**src/rtl/toothless_pkg.sv**
```systemverilog
// rtl/toothless_pkg.sv - shared opcode types for the toothless execution units
package toothless_pkg;

    typedef enum logic [3:0] {
        ALU_ADD  = 4'd0,
        ALU_SUB  = 4'd1,
        ALU_AND  = 4'd2,
        ALU_OR   = 4'd3,
        ALU_XOR  = 4'd4,
        ALU_SLL  = 4'd5,
        ALU_SRL  = 4'd6,
        ALU_SRA  = 4'd7,
        ALU_SLT  = 4'd8,
        ALU_SLTU = 4'd9
    } alu_opcode_e;

    typedef enum logic [3:0] {
        MD_MUL    = 4'd0,
        MD_MULH   = 4'd1,
        MD_MULHSU = 4'd2,
        MD_MULHU  = 4'd3,
        MD_DIV    = 4'd4,
        MD_DIVU   = 4'd5,
        MD_REM    = 4'd6,
        MD_REMU   = 4'd7
    } md_opcode_e;

endpackage

```
**src/rtl/alu_muldiv.sv**
```systemverilog
// rtl/alu_muldiv.sv - iterative radix-2 multiply/divide unit with valid/ready handshakes
module alu_muldiv
    import toothless_pkg::*;
#(
    parameter int DATA_WIDTH = 32
) (
    input  logic                  clk,
    input  logic                  rst_n,
    input  logic                  valid_i,
    output logic                  ready_o,
    input  md_opcode_e            operator_i,
    input  logic [DATA_WIDTH-1:0] operand_a_i,
    input  logic [DATA_WIDTH-1:0] operand_b_i,
    input  logic                  kill_i,
    output logic                  valid_o,
    input  logic                  ready_i,
    output logic [DATA_WIDTH-1:0] result_o
);
    localparam int N  = DATA_WIDTH;
    localparam int CW = $clog2(DATA_WIDTH);

    typedef enum logic [2:0] {IDLE, PREP, CALC, FIX, DONE} state_e;

    state_e         state_q, state_d;
    md_opcode_e     op_q;
    logic [N-1:0]   a_q, b_q, result_q;
    logic [2*N-1:0] acc_q;
    logic [N:0]     rem_q;
    logic [CW-1:0]  cnt_q;
    logic           neg_q;

    logic           is_mul, is_div, is_rem, a_signed, b_signed, sa, sb;
    logic           div_zero, div_ovf;
    logic [N-1:0]   abs_a, abs_b, special_res;
    logic [N:0]     mul_sum;
    logic [2*N-1:0] acc_step, prod_fix;
    logic [N+1:0]   trial;
    logic [N:0]     rem_step;
    logic [N-1:0]   quo_step, quo_fix, rem_fix, result_fix;

    always_comb begin
        is_mul   = 1'b0;
        is_div   = 1'b0;
        is_rem   = 1'b0;
        a_signed = 1'b0;
        b_signed = 1'b0;
        case (op_q)
            MD_MUL:    is_mul = 1'b1;
            MD_MULH:   begin is_mul = 1'b1; a_signed = 1'b1; b_signed = 1'b1; end
            MD_MULHSU: begin is_mul = 1'b1; a_signed = 1'b1; end
            MD_MULHU:  is_mul = 1'b1;
            MD_DIV:    begin is_div = 1'b1; a_signed = 1'b1; b_signed = 1'b1; end
            MD_DIVU:   is_div = 1'b1;
            MD_REM:    begin is_div = 1'b1; is_rem = 1'b1; a_signed = 1'b1; b_signed = 1'b1; end
            MD_REMU:   begin is_div = 1'b1; is_rem = 1'b1; end
            default:   ;
        endcase
    end

    always_comb begin
        sa       = a_signed & a_q[N-1];
        sb       = b_signed & b_q[N-1];
        abs_a    = sa ? -a_q : a_q;
        abs_b    = sb ? -b_q : b_q;
        div_zero = is_div && (b_q == '0);
        div_ovf  = is_div && b_signed && (a_q == {1'b1, {(N-1){1'b0}}}) && (b_q == '1);
        if (div_zero) special_res = is_rem ? a_q : '1;
        else          special_res = is_rem ? '0 : a_q;

        // Multiply: {hi, lo} where lo starts as |b| and is consumed LSB first.
        mul_sum  = {1'b0, acc_q[2*N-1:N]} + (acc_q[0] ? {1'b0, a_q} : '0);
        acc_step = {mul_sum, acc_q[N-1:1]};

        // Divide: a_q shifts the dividend out and the quotient bits in.
        trial    = {rem_q, a_q[N-1]} - {2'b00, b_q};
        rem_step = trial[N+1] ? {rem_q[N-1:0], a_q[N-1]} : trial[N:0];
        quo_step = {a_q[N-2:0], ~trial[N+1]};

        prod_fix = neg_q ? -acc_q : acc_q;
        quo_fix  = neg_q ? -a_q : a_q;
        rem_fix  = neg_q ? -rem_q[N-1:0] : rem_q[N-1:0];
        case (op_q)
            MD_MUL:                       result_fix = prod_fix[N-1:0];
            MD_MULH, MD_MULHSU, MD_MULHU: result_fix = prod_fix[2*N-1:N];
            MD_DIV, MD_DIVU:              result_fix = quo_fix;
            MD_REM, MD_REMU:              result_fix = rem_fix;
            default:                      result_fix = '0;
        endcase
    end

    always_comb begin
        state_d = state_q;
        case (state_q)
            IDLE:    if (valid_i) state_d = PREP;
            PREP:    state_d = (div_zero || div_ovf) ? DONE : CALC;
            CALC:    if (cnt_q == '0) state_d = FIX;
            FIX:     state_d = DONE;
            DONE:    if (ready_i) state_d = IDLE;
            default: state_d = IDLE;
        endcase
        if (kill_i && (state_q != IDLE)) state_d = IDLE;
    end

    always_ff @(posedge clk or negedge rst_n) begin
        if (!rst_n) state_q <= IDLE;
        else        state_q <= state_d;
    end

    always_ff @(posedge clk or negedge rst_n) begin
        if (!rst_n) begin
            op_q     <= MD_MUL;
            a_q      <= '0;
            b_q      <= '0;
            acc_q    <= '0;
            rem_q    <= '0;
            cnt_q    <= '0;
            neg_q    <= 1'b0;
            result_q <= '0;
        end else begin
            case (state_q)
                IDLE: if (valid_i) begin
                    op_q <= operator_i;
                    a_q  <= operand_a_i;
                    b_q  <= operand_b_i;
                end
                PREP: begin
                    a_q   <= abs_a;
                    b_q   <= abs_b;
                    acc_q <= {{N{1'b0}}, abs_b};
                    rem_q <= '0;
                    neg_q <= is_rem ? sa : (sa ^ sb);
                    cnt_q <= CW'(N-1);
                    if (div_zero || div_ovf) result_q <= special_res;
                end
                CALC: begin
                    if (cnt_q != '0) cnt_q <= cnt_q - CW'(1);
                    if (is_mul) acc_q <= acc_step;
                    if (is_div) begin
                        rem_q <= rem_step;
                        a_q   <= quo_step;
                    end
                end
                FIX:     result_q <= result_fix;
                default: ;
            endcase
        end
    end

    assign ready_o  = (state_q == IDLE);
    assign valid_o  = (state_q == DONE);
    assign result_o = result_q;

endmodule

```
**config.mk**
```make
export PLATFORM = sky130hd
export DESIGN_NAME = alu_muldiv
export DESIGN_NICKNAME = d
export VERILOG_FILES = /design/src/rtl/toothless_pkg.sv /design/src/rtl/alu_muldiv.sv
export SDC_FILE = /design/constraint.sdc
export NUM_CORES = 1
export LEC_CHECK = 0
export CAP_MARGIN = 0
export CORE_UTILIZATION = 45
export DETAILED_ROUTE_END_ITERATION = 16
export DONT_BUFFER_PORTS = 1
export SYNTH_ARGS = -nofsm -noshare
export SYNTH_HDL_FRONTEND = slang
export SYNTH_SLANG_ARGS = --single-unit
```
**constraint.sdc**
```tcl
create_clock -name clk -period 4.4 [get_ports clk]
set_clock_uncertainty 0.15 [all_clocks]
set_input_delay 0.44 -clock clk [delete_from_list [all_inputs] [get_ports clk]]
set_output_delay 0.44 -clock clk [all_outputs]
set_load 0.005 [all_outputs]
```
# Yosys cells after proc, flatten, opt, wreduce, memory -nomap -nowiden
# Index checks and enable logic that the tools add are counted.
# word_totals
reg_bits,206
input_bits,73
elab_cells,109
# op_classes
add_sub_neg,7
n_eq_ne,22
n_mux,36
n_bitwise,4
n_reduce_logical,31
# op_table
cell,count
2-to-1 mux 32 bit,12
2-to-1 mux 64 bit,2
one-hot mux 32 bit (2 select lines),2
one-hot mux 32 bit (4 select lines),1
one-hot mux 64 bit (2 select lines),1
negator 32 bit,3
one-hot mux 32 bit (3 select lines),1
2-to-1 mux 33 bit,2
one-hot mux 33 bit (2 select lines),1
equality test 32 bit (second input constant),2
negator 64 bit,1
subtractor 34 x 32 -> 34 bit,1
adder 32 x 32 -> 33 bit,1
zero test 32 bit,1
equality test 4 x 3 -> 1 bit (second input constant),4
2-to-1 mux 3 bit,5
one-hot mux 3 bit (5 select lines),1
!= test 2 bit (second input constant),6
AND reduction 2 bit,6
OR reduction 4 bit,3
one-hot mux 5 bit (2 select lines),1
equality test 4 x 2 -> 1 bit (second input constant),2
equality test 3 x 2 -> 1 bit (second input constant),2
2-to-1 mux 1 bit,6
23 further kinds,33

# Longest topological paths before layout
# Gate-level depths: netlist (run 1).
# depth
depth_word,10
mapped_depth,16
ltp_nobuf,14

# Worst setup path before layout (run 1)
# Ideal clock, no wire load.
# synth_timing
kind,reg-to-reg
startpoint,register b_q[2]
endpoint,register rem_q[20]
arrival_time_ns,3.405
required_time_ns,4.117
path_slack_ns,0.712
path_stages_with_launch,15
path_buffers,3
synth_period_minus_slack_ns,3.688
cell_sequence,dfrtp_1 -> clkbuf_1 -> inv_1 -> ha_1 -> o21a_1 -> o31a_1 -> o41a_1 -> a21oi_1 -> o311ai_0 -> o31ai_1 -> and2_0 -> clkbuf_1 -> buf_1 -> mux2i_1 -> o21ai_0
# synth_between
elab_chain_len,4
# synth_rtl
element,line,source
from (decl),alu_muldiv.sv:26,"logic [N-1:0] a_q, b_q, result_q;"
from (signal assigned),alu_muldiv.sv:124,b_q <= operand_b_i;
from (signal assigned),alu_muldiv.sv:128,b_q <= abs_b;
subtractor 34 x 32 -> 34 bit,alu_muldiv.sv:75,"trial = {rem_q, a_q[N-1]} - {2'b00, b_q};"
2-to-1 mux 33 bit,alu_muldiv.sv:76,"rem_step = trial[N+1] ? {rem_q[N-1:0], a_q[N-1]} : trial[N:0];"
2-to-1 mux 33 bit,alu_muldiv.sv:138,if (is_div) begin
one-hot mux 33 bit (2 select lines),alu_muldiv.sv:120,case (state_q)
to (signal assigned),alu_muldiv.sv:139,rem_q <= rem_step;
to (decl),alu_muldiv.sv:28,logic [N:0] rem_q;
# No other way between the ends. The select of a mux whose other input is x is not followed.
# A chain may end at the register's enable or synchronous reset.

# Worst setup path in the final report (run 1)
# layout_timing
startpoint,register acc_q[22]
endpoint,register result_q[23] (netlist: result_o[23])
# layout_between
elab_chain_len,4
# layout_rtl
element,line,source
from (decl),alu_muldiv.sv:27,logic [2*N-1:0] acc_q;
from (signal assigned),alu_muldiv.sv:129,"acc_q <= {{N{1'b0}}, abs_b};"
from (signal assigned),alu_muldiv.sv:137,if (is_mul) acc_q <= acc_step;
negator 64 bit,alu_muldiv.sv:79,prod_fix = neg_q ? -acc_q : acc_q;
2-to-1 mux 64 bit,alu_muldiv.sv:79,
one-hot mux 32 bit (4 select lines),alu_muldiv.sv:82,case (op_q)
one-hot mux 32 bit (2 select lines),alu_muldiv.sv:120,
to (signal assigned),alu_muldiv.sv:133,if (div_zero || div_ovf) result_q <= special_res;
to (signal assigned),alu_muldiv.sv:143,FIX: result_q <= result_fix;
to (decl),alu_muldiv.sv:26,
# No other way between the ends.

==> impl_metrics.json, run 1 <==
{
  "outcome": "finished, violations left",
  "violations": "hold timing",
  "io_pins": 107,
  "crit_type": "reg2reg",
  "cts_buffer_depth": 3,
  "placedCellCount": 2724,
  "fmax_ghz": 0.239,
  "hold_buffers": 70,
  "final_hold_viol_count": 206,
  "via_per_inst": 6.45,
  "p_leak_nw": 8.21,
  "nNetsFinal": 2452,
  "hp-class": "in2async",
  "drv_slew": 0,
  "synth-seq-area-share_pct": 29.2,
  "cts_buffers": 28,
  "finalInstanceArea_um2": 20100,
  "drt_wl_total_mm": 74.4,
  "fp-row-count": 72,
  "grt_max_degree": 207,
  "floorplan.die.width_um": 200,
  "grt_antenna_before_repair": 3,
  "rsz0062_at_grt": "no",
  "fin_tns_setup_ps": 0,
  "cts_tree": "built",
  "cp_data_required_time_ps": 4700,
  "start_util_pct": 45.7,
  "fin_cells": 2847,
  "cts.sinks": 206,
  "gp_congestion": 1.01,
  "wl_per_cell_um": 26.1,
  "synth_edf_count": 0,
  "min_period_ps": 4180,
  "fp.dieH_um": 200,
  "ys_ff_latch": 206,
  "setup.worst_path.end_class": "flip-flop",
  "drv_cap": 0,
  "synthCells": 2299,
  "hold_ws_ps": -582,
  "cts_root_buf": "clkbuf_16",
  "syn_to_final_growth_pct": 13.5,
  "ant_nets": 0,
  "critPathLaunchType": "flip-flop",
  "first_pass_iters": 8,
  "vias": 18400,
  "synth.avg_cell_area_um2": 7.68,
  "cts_setup_buffers": 0,
  "placed_area_um2": 18300,
  "slew_headroom_pct": 18.8,
  "coreArea_um2": 38600,
  "post-route-drc-count": 0,
  "drive_gt1_share_pct": 7.35,
  "period_share_pct": 95.1,
  "power_density_nw_per_um2": 885,
  "ys_warn_count": 0,
  "cp.arrival_ps": 4490,
  "track_usage_pct": 36.6,
  "ir_drop_v": 0.000476,
  "drtIter0Drc": 1763,
  "yosysUniqueCellTypes": 78,
  "worstMarginPinSlew_ps": 1200,
  "synth_flop_cell": "dfrtp_1",
  "clk_pin_slew_ps": 60,
  "grt_pass1_wl_mm": 112,
  "ys_async_sr_fraction_pct": 100,
  "dpl.hpwl_mm": 55.7,
  "clock_latency_ps": 580,
  "finalSetupViolCount": 0,
  "die_area_um2": 40100,
  "power_w": 0.0177,
  "synthesis.area_um2": 17700,
  "critPathMaxFanout": 6,
  "io_buffers": 0,
  "grt_pass1_vias": 17500,
  "synth_fp_nets": 2445,
  "gr-total-overflow": 0,
  "htree_num_levels": 1
}
## through the flow
step	hold WS (ps)	setup slack (ps)	utilization, %
final	-582	216	51.9
after global routing	-603	82.0	51.9
after CTS	-605	264	51.9
after detailed placement	3.31	300	47.4
after global placement	3.42	309	47.4
after floorplan	-5.59	712	-
## worst max-delay path, stage by stage, from the launching register on
cell,delay [ps]
dfrtp_1,440
or4_4,570
or4b_4,540
or4_4,550
or2_2,360
o21ai_0,210
xnor2_1,160
a221oi_1,450
o21ai_0,310
o221a_2,310
## power breakdown
group / leakage, nW / switching [W] / internal (W) / total [W]
Clock: 0.512 / 0.000982 / 0.00162 / 0.00260
Sequential: 2.60 / 0.00138 / 0.00269 / 0.00407
Combinational: 5.09 / 0.00711 / 0.00396 / 0.0111
Total: 8.21 / 0.00948 / 0.00827 / 0.0177
## placed cells by master (no fill, tap or decap), drive strengths merged, types with 69 or more instances in the layout
cell type,synthesis,layout
a21oi,156,156
buf,18,78
dfrtp,206,206
dlygate4sd3,0,70
ha,71,71
inv,75,76
nand2,208,208
nand3,89,89
nor2,193,193
o21ai,303,303
xnor2,128,128
xor2,69,69
## state kept, by name, summed over array words and instances (netlist names)
name and count:
acc_q 64, rem_q 33, a_q 32, b_q 32, result_o 32, cnt_q 5
op_q 4, state_q 3, neg_q 1
## routing by layer
layer	GRT usage (%)	up-vias	wire length (um)
met2	58.1	783	33400
met5	0	-	9
met4	21.9	2	5180
met1	46.9	8918	30600
li1	-	8447	-
met3	6.12	216	5210
## synthesized netlist by cell type (all sizes together), types with 5 or more instances
cell type  number  share of area, %
xnor2         128               6.3
o21a            5              0.21
nand3          89               2.5
nor4           22              0.78
or3            33               1.2
a211oi         22              0.93
ha             71               5.0
o41ai          14              0.80
and3            9              0.32
and4            6              0.30
mux2i          27               1.5
inv            75               1.6
o21bai          9              0.38
a21oi         156               4.4
nand3b          6              0.25
o21ai         303               8.6
a222oi         16              0.91
nand4          21              0.74
nand2b         21              0.74
nand2         208               4.4
buf            18              0.42
a221oi         43               2.2
nor3b          10              0.42
o31a            5              0.25
or2            14              0.50
o211ai         12              0.51
o22ai          19              0.67
xor2           69               3.4
o221ai         11              0.55
nor3           61               1.7
dfrtp         206                29
nor2b           5              0.18
nor2          193               4.1
a221o           6              0.34
and2           38               1.3
or4            20              0.91
clkbuf        153               3.3
a31oi          18              0.64
o311ai          8              0.40
a21o           29               1.2
o31ai          32               1.4
a22oi          29               1.2
## final timing paths
check,depth (start not counted),slack (ps),endpoint,from
setup / recovery,9,220,result_o[23]$_DFFE_PN0P_,acc_q[22]$_DFFE_PN0P_
hold / removal,0,-580,a_q[31]$_DFFE_PN0P_,rst_n
setup reg to reg,9,220,result_o[23]$_DFFE_PN0P_,acc_q[22]$_DFFE_PN0P_
hold reg to reg,1,350,cnt_q[0]$_DFFE_PN0P_,cnt_q[0]$_DFFE_PN0P_
max in group asynchronous,0,4410,rem_q[23]$_DFFE_PN0P_,rst_n
min in group clk,2,20,a_q[16]$_DFFE_PN0P_,operand_a_i[16]
## logic make-up after synthesis
family | synth area share (%)
xor gates and xnor gates | 9.77
muxes | 1.59
DFF | 29.2
and+or+nand+nor | 21.3
buffers and inverters | 5.32
AOI/OAI and AO/OA | 27.6
adders and majority gates | 5.25
## what timing repair did
item,CTS,global route
endpoints found under the setup margin,0,0
gates resized for setup,0,0
endpoints found under the hold margin,275,206
## area by class of cell
cell class                      instances  area, um2
Multi-Input combinational cell       1845      11600
Clock inverter                         15        243
Fill cell                            3745      18600
Tap cell                              518        648
Inverter                               77        289
Clock buffer                           37        795
Timing Repair Buffer                  148       1300
Sequential cell                       206       5160
Antenna cell                            1       2.50
(Power assumes the default switching activity.)
==> run 2, diff against run 1 <==
- CORE_MARGIN: not set -> 5
- PLACE_DENSITY_LB_ADDON: not set -> 0.1
==> run 2 against run 1 <==
The flow still finishes with violations (hold timing). Core utilization about the same. Critical path type unchanged. Clock power decreased by 6%. Worst hold slack worse by 6.4 ps.
==> impl_metrics.json, run 2 (synthesis results as in run 1) <==
{
  "finalInstanceArea_um2": 20100,
  "post-route-drc-count": 0,
  "p_leak_nw": 8.24,
  "period_share_pct": 96.2,
  "hp-class": "in2async",
  "drtIter0Drc": 2146,
  "violations": "hold timing",
  "layout_common_cells": "o21ai_0 (302), nand2_1 (207), dfrtp_1 (205)",
  "power_w": 0.0177,
  "pre_cts_slack_ps": 288,
  "min_period_ps": 4230,
  "clk_pin_slew_ps": 60,
  "fmax_ghz": 0.236,
  "coreArea_um2": 38700,
  "drive_gt1_share_pct": 7.74,
  "io_pins": 107,
  "worst_slack_ps": 166,
  "power_density_nw_per_um2": 883,
  "grt_antenna_before_repair": 3,
  "worstMarginPinSlew_ps": 1170,
  "p_switching_w": 0.00950,
  "drv_slew": 0,
  "cts_tree": "built",
  "p_comb_share_pct": 62.5,
  "grt_pass1_wl_mm": 113,
  "syn_to_final_growth_pct": 13.8,
  "setup.worst_path.end_class": "flip-flop",
  "rsz0062_at_grt": "no",
  "cts_root_buf": "clkbuf_16",
  "io_buffers": 0,
  "hold_ws_ps": -588,
  "grt_max_degree": 207,
  "first_pass_iters": 6,
  "outcome": "finished, violations left",
  "reg2reg_slack_ps": 170,
  "ir_drop_v": 0.000516,
  "clkPwrFrac_pct": 13.8,
  "gp_congestion": 0.998,
  "ant_nets": 0,
  "cp.arrival_ps": 4590,
  "crit_type": "reg2reg",
  "nNetsFinal": 2463,
  "critPathMaxFanout": 22,
  "reg2reg_to": "state_q[2]$_DFFE_PN0P_",
  "clock_latency_ps": 580,
  "via_per_inst": 6.52,
  "p_sw_share_pct": 53.5,
  "dr_wl_met3_mm": 5.67,
  "drt-met1-wl_mm": 30.9,
  "cp_data_required_time_ps": 4750,
  "pwr-share-seq_pct": 23.7,
  "routed-wl-met2_mm": 34.6,
  "track_usage_pct": 33.7,
  "top_regs": "acc_q x64, rem_q x33",
  "drt_wl_total_mm": 76.0,
  "finalSetupViolCount": 0,
  "largest_reg_flops": 64,
  "cts.sinks": 206,
  "nFillCells": 3746,
  "grt_pass1_vias": 17400,
  "placed_area_um2": 18400,
  "htree_num_levels": 1,
  "fin_tns_setup_ps": 0,
  "ff2ff_path_depth": 11,
  "start_util_pct": 45.6,
  "cts_buffer_depth": 3,
  "fp-row-count": 72,
  "r2r-start": "a_q[0]$_DFFE_PN0P_",
  "final_hold_viol_count": 206,
  "die_area_um2": 43300,
  "fp.dieH_um": 208,
  "wl_per_cell_um": 26.6,
  "final_common_cell": "o21ai_0",
  "hold_buffers": 70,
  "internal_power_w": 0.00825,
  "critPathLaunchType": "flip-flop",
  "gr-total-overflow": 0,
  "vias": 18600,
  "route.top_layer_used": "met4",
  "floorplan.die.width_um": 208,
  "dpl.hpwl_mm": 57.1,
  "largest_register": "acc_q",
  "drv_cap": 0,
  "slew_headroom_pct": 21.7,
  "cts_buffers": 28
}
-- run 2: cell types whose count changed in the layout (fill, tap and decap cells not counted), sizes merged --
cell | previous run | this run
clkinv | 9 | 4
diode | 1 | 2
bufinv | 6 | 2
clkbuf | 37 | 46
inv | 76 | 75
clkinvlp | 1 | 0
buf | 78 | 89
-- run 2: final cells by class --
cell class | count | area (um2) | share of cell area (%)
tap | 518 | 648 | 3.22
inverter | 77 | 289 | 1.44
clock buffer | 46 | 920 | 4.57
clock inverter | 4 | 70.1 | 0.349
multi-input combinational | 1845 | 11600 | 57.8
antenna | 2 | 5.00 | 0.0249
timing repair buffer | 159 | 1390 | 6.93
sequential | 206 | 5160 | 25.7
-- run 2: power by group through the flow --
| stage | Combinational (W) | Clock, W | Sequential, W |
|---|---|---|---|
| 2_1_floorplan | 0.00763 | 0 | 0.00339 |
| 3_3_place_gp | 0.0107 | 0 | 0.00416 |
| 3_5_place_dp | 0.0108 | 0 | 0.00418 |
| 4_1_cts | 0.0109 | 0.00248 | 0.00415 |
| 5_1_grt | 0.0120 | 0.00256 | 0.00428 |
| 6_report | 0.0111 | 0.00245 | 0.00420 |
-- run 2: repair_timing --
action / CTS / global route
setup buffers: 0 / 0
resized for setup: 0 / 1
endpoints found under the setup margin: 0 / 1
endpoints found under the hold margin: 275 / 206
-- run 2: worst max path at each step --
stage / start / endpoint / depth (start not counted)
after floorplan: b_q[2]$_DFFE_PN0P_ / rem_q[20]$_DFFE_PN0P_ / 14
after global routing: acc_q[0]$_DFFE_PN0P_ / acc_q[62]$_DFFE_PN0P_ / 12
after global placement: a_q[0]$_DFFE_PN0P_ / result_o[12]$_DFFE_PN0P_ / 12
after CTS: a_q[0]$_DFFE_PN0P_ / state_q[2]$_DFFE_PN0P_ / 11
final: a_q[0]$_DFFE_PN0P_ / state_q[2]$_DFFE_PN0P_ / 11
after detailed placement: a_q[0]$_DFFE_PN0P_ / result_o[12]$_DFFE_PN0P_ / 12
-- run 2: metal layers --
metal  GRT usage (%)  vias to the layer above
li1                -                     8460
met1            43.8                     9039
met2            54.8                      912
met3            5.48                      209
met4            16.5                        0
met5               0                        -
-- run 2: stage by stage --
stage                     util [%]  hold slack [ps]  std cells
after floorplan                  -            -5.59       2299
after global placement        47.5             2.02       2735
after detailed placement      47.5             3.99       2735
after CTS                     51.9             -605       2855
after global routing          51.9             -603       2857
final                         51.9             -588       2857
-- run 2: critical path, cell delays in order (launching register included) --
cell and delay, ps:
dfrtp_1 370, inv_1 140, ha_1 310, or4b_2 750, and4b_1 430, nand2_1 300
nor4_1 340, a21oi_1 140, a21o_1 260, buf_4 230, o32ai_1 130, dlygate4sd3_1 580
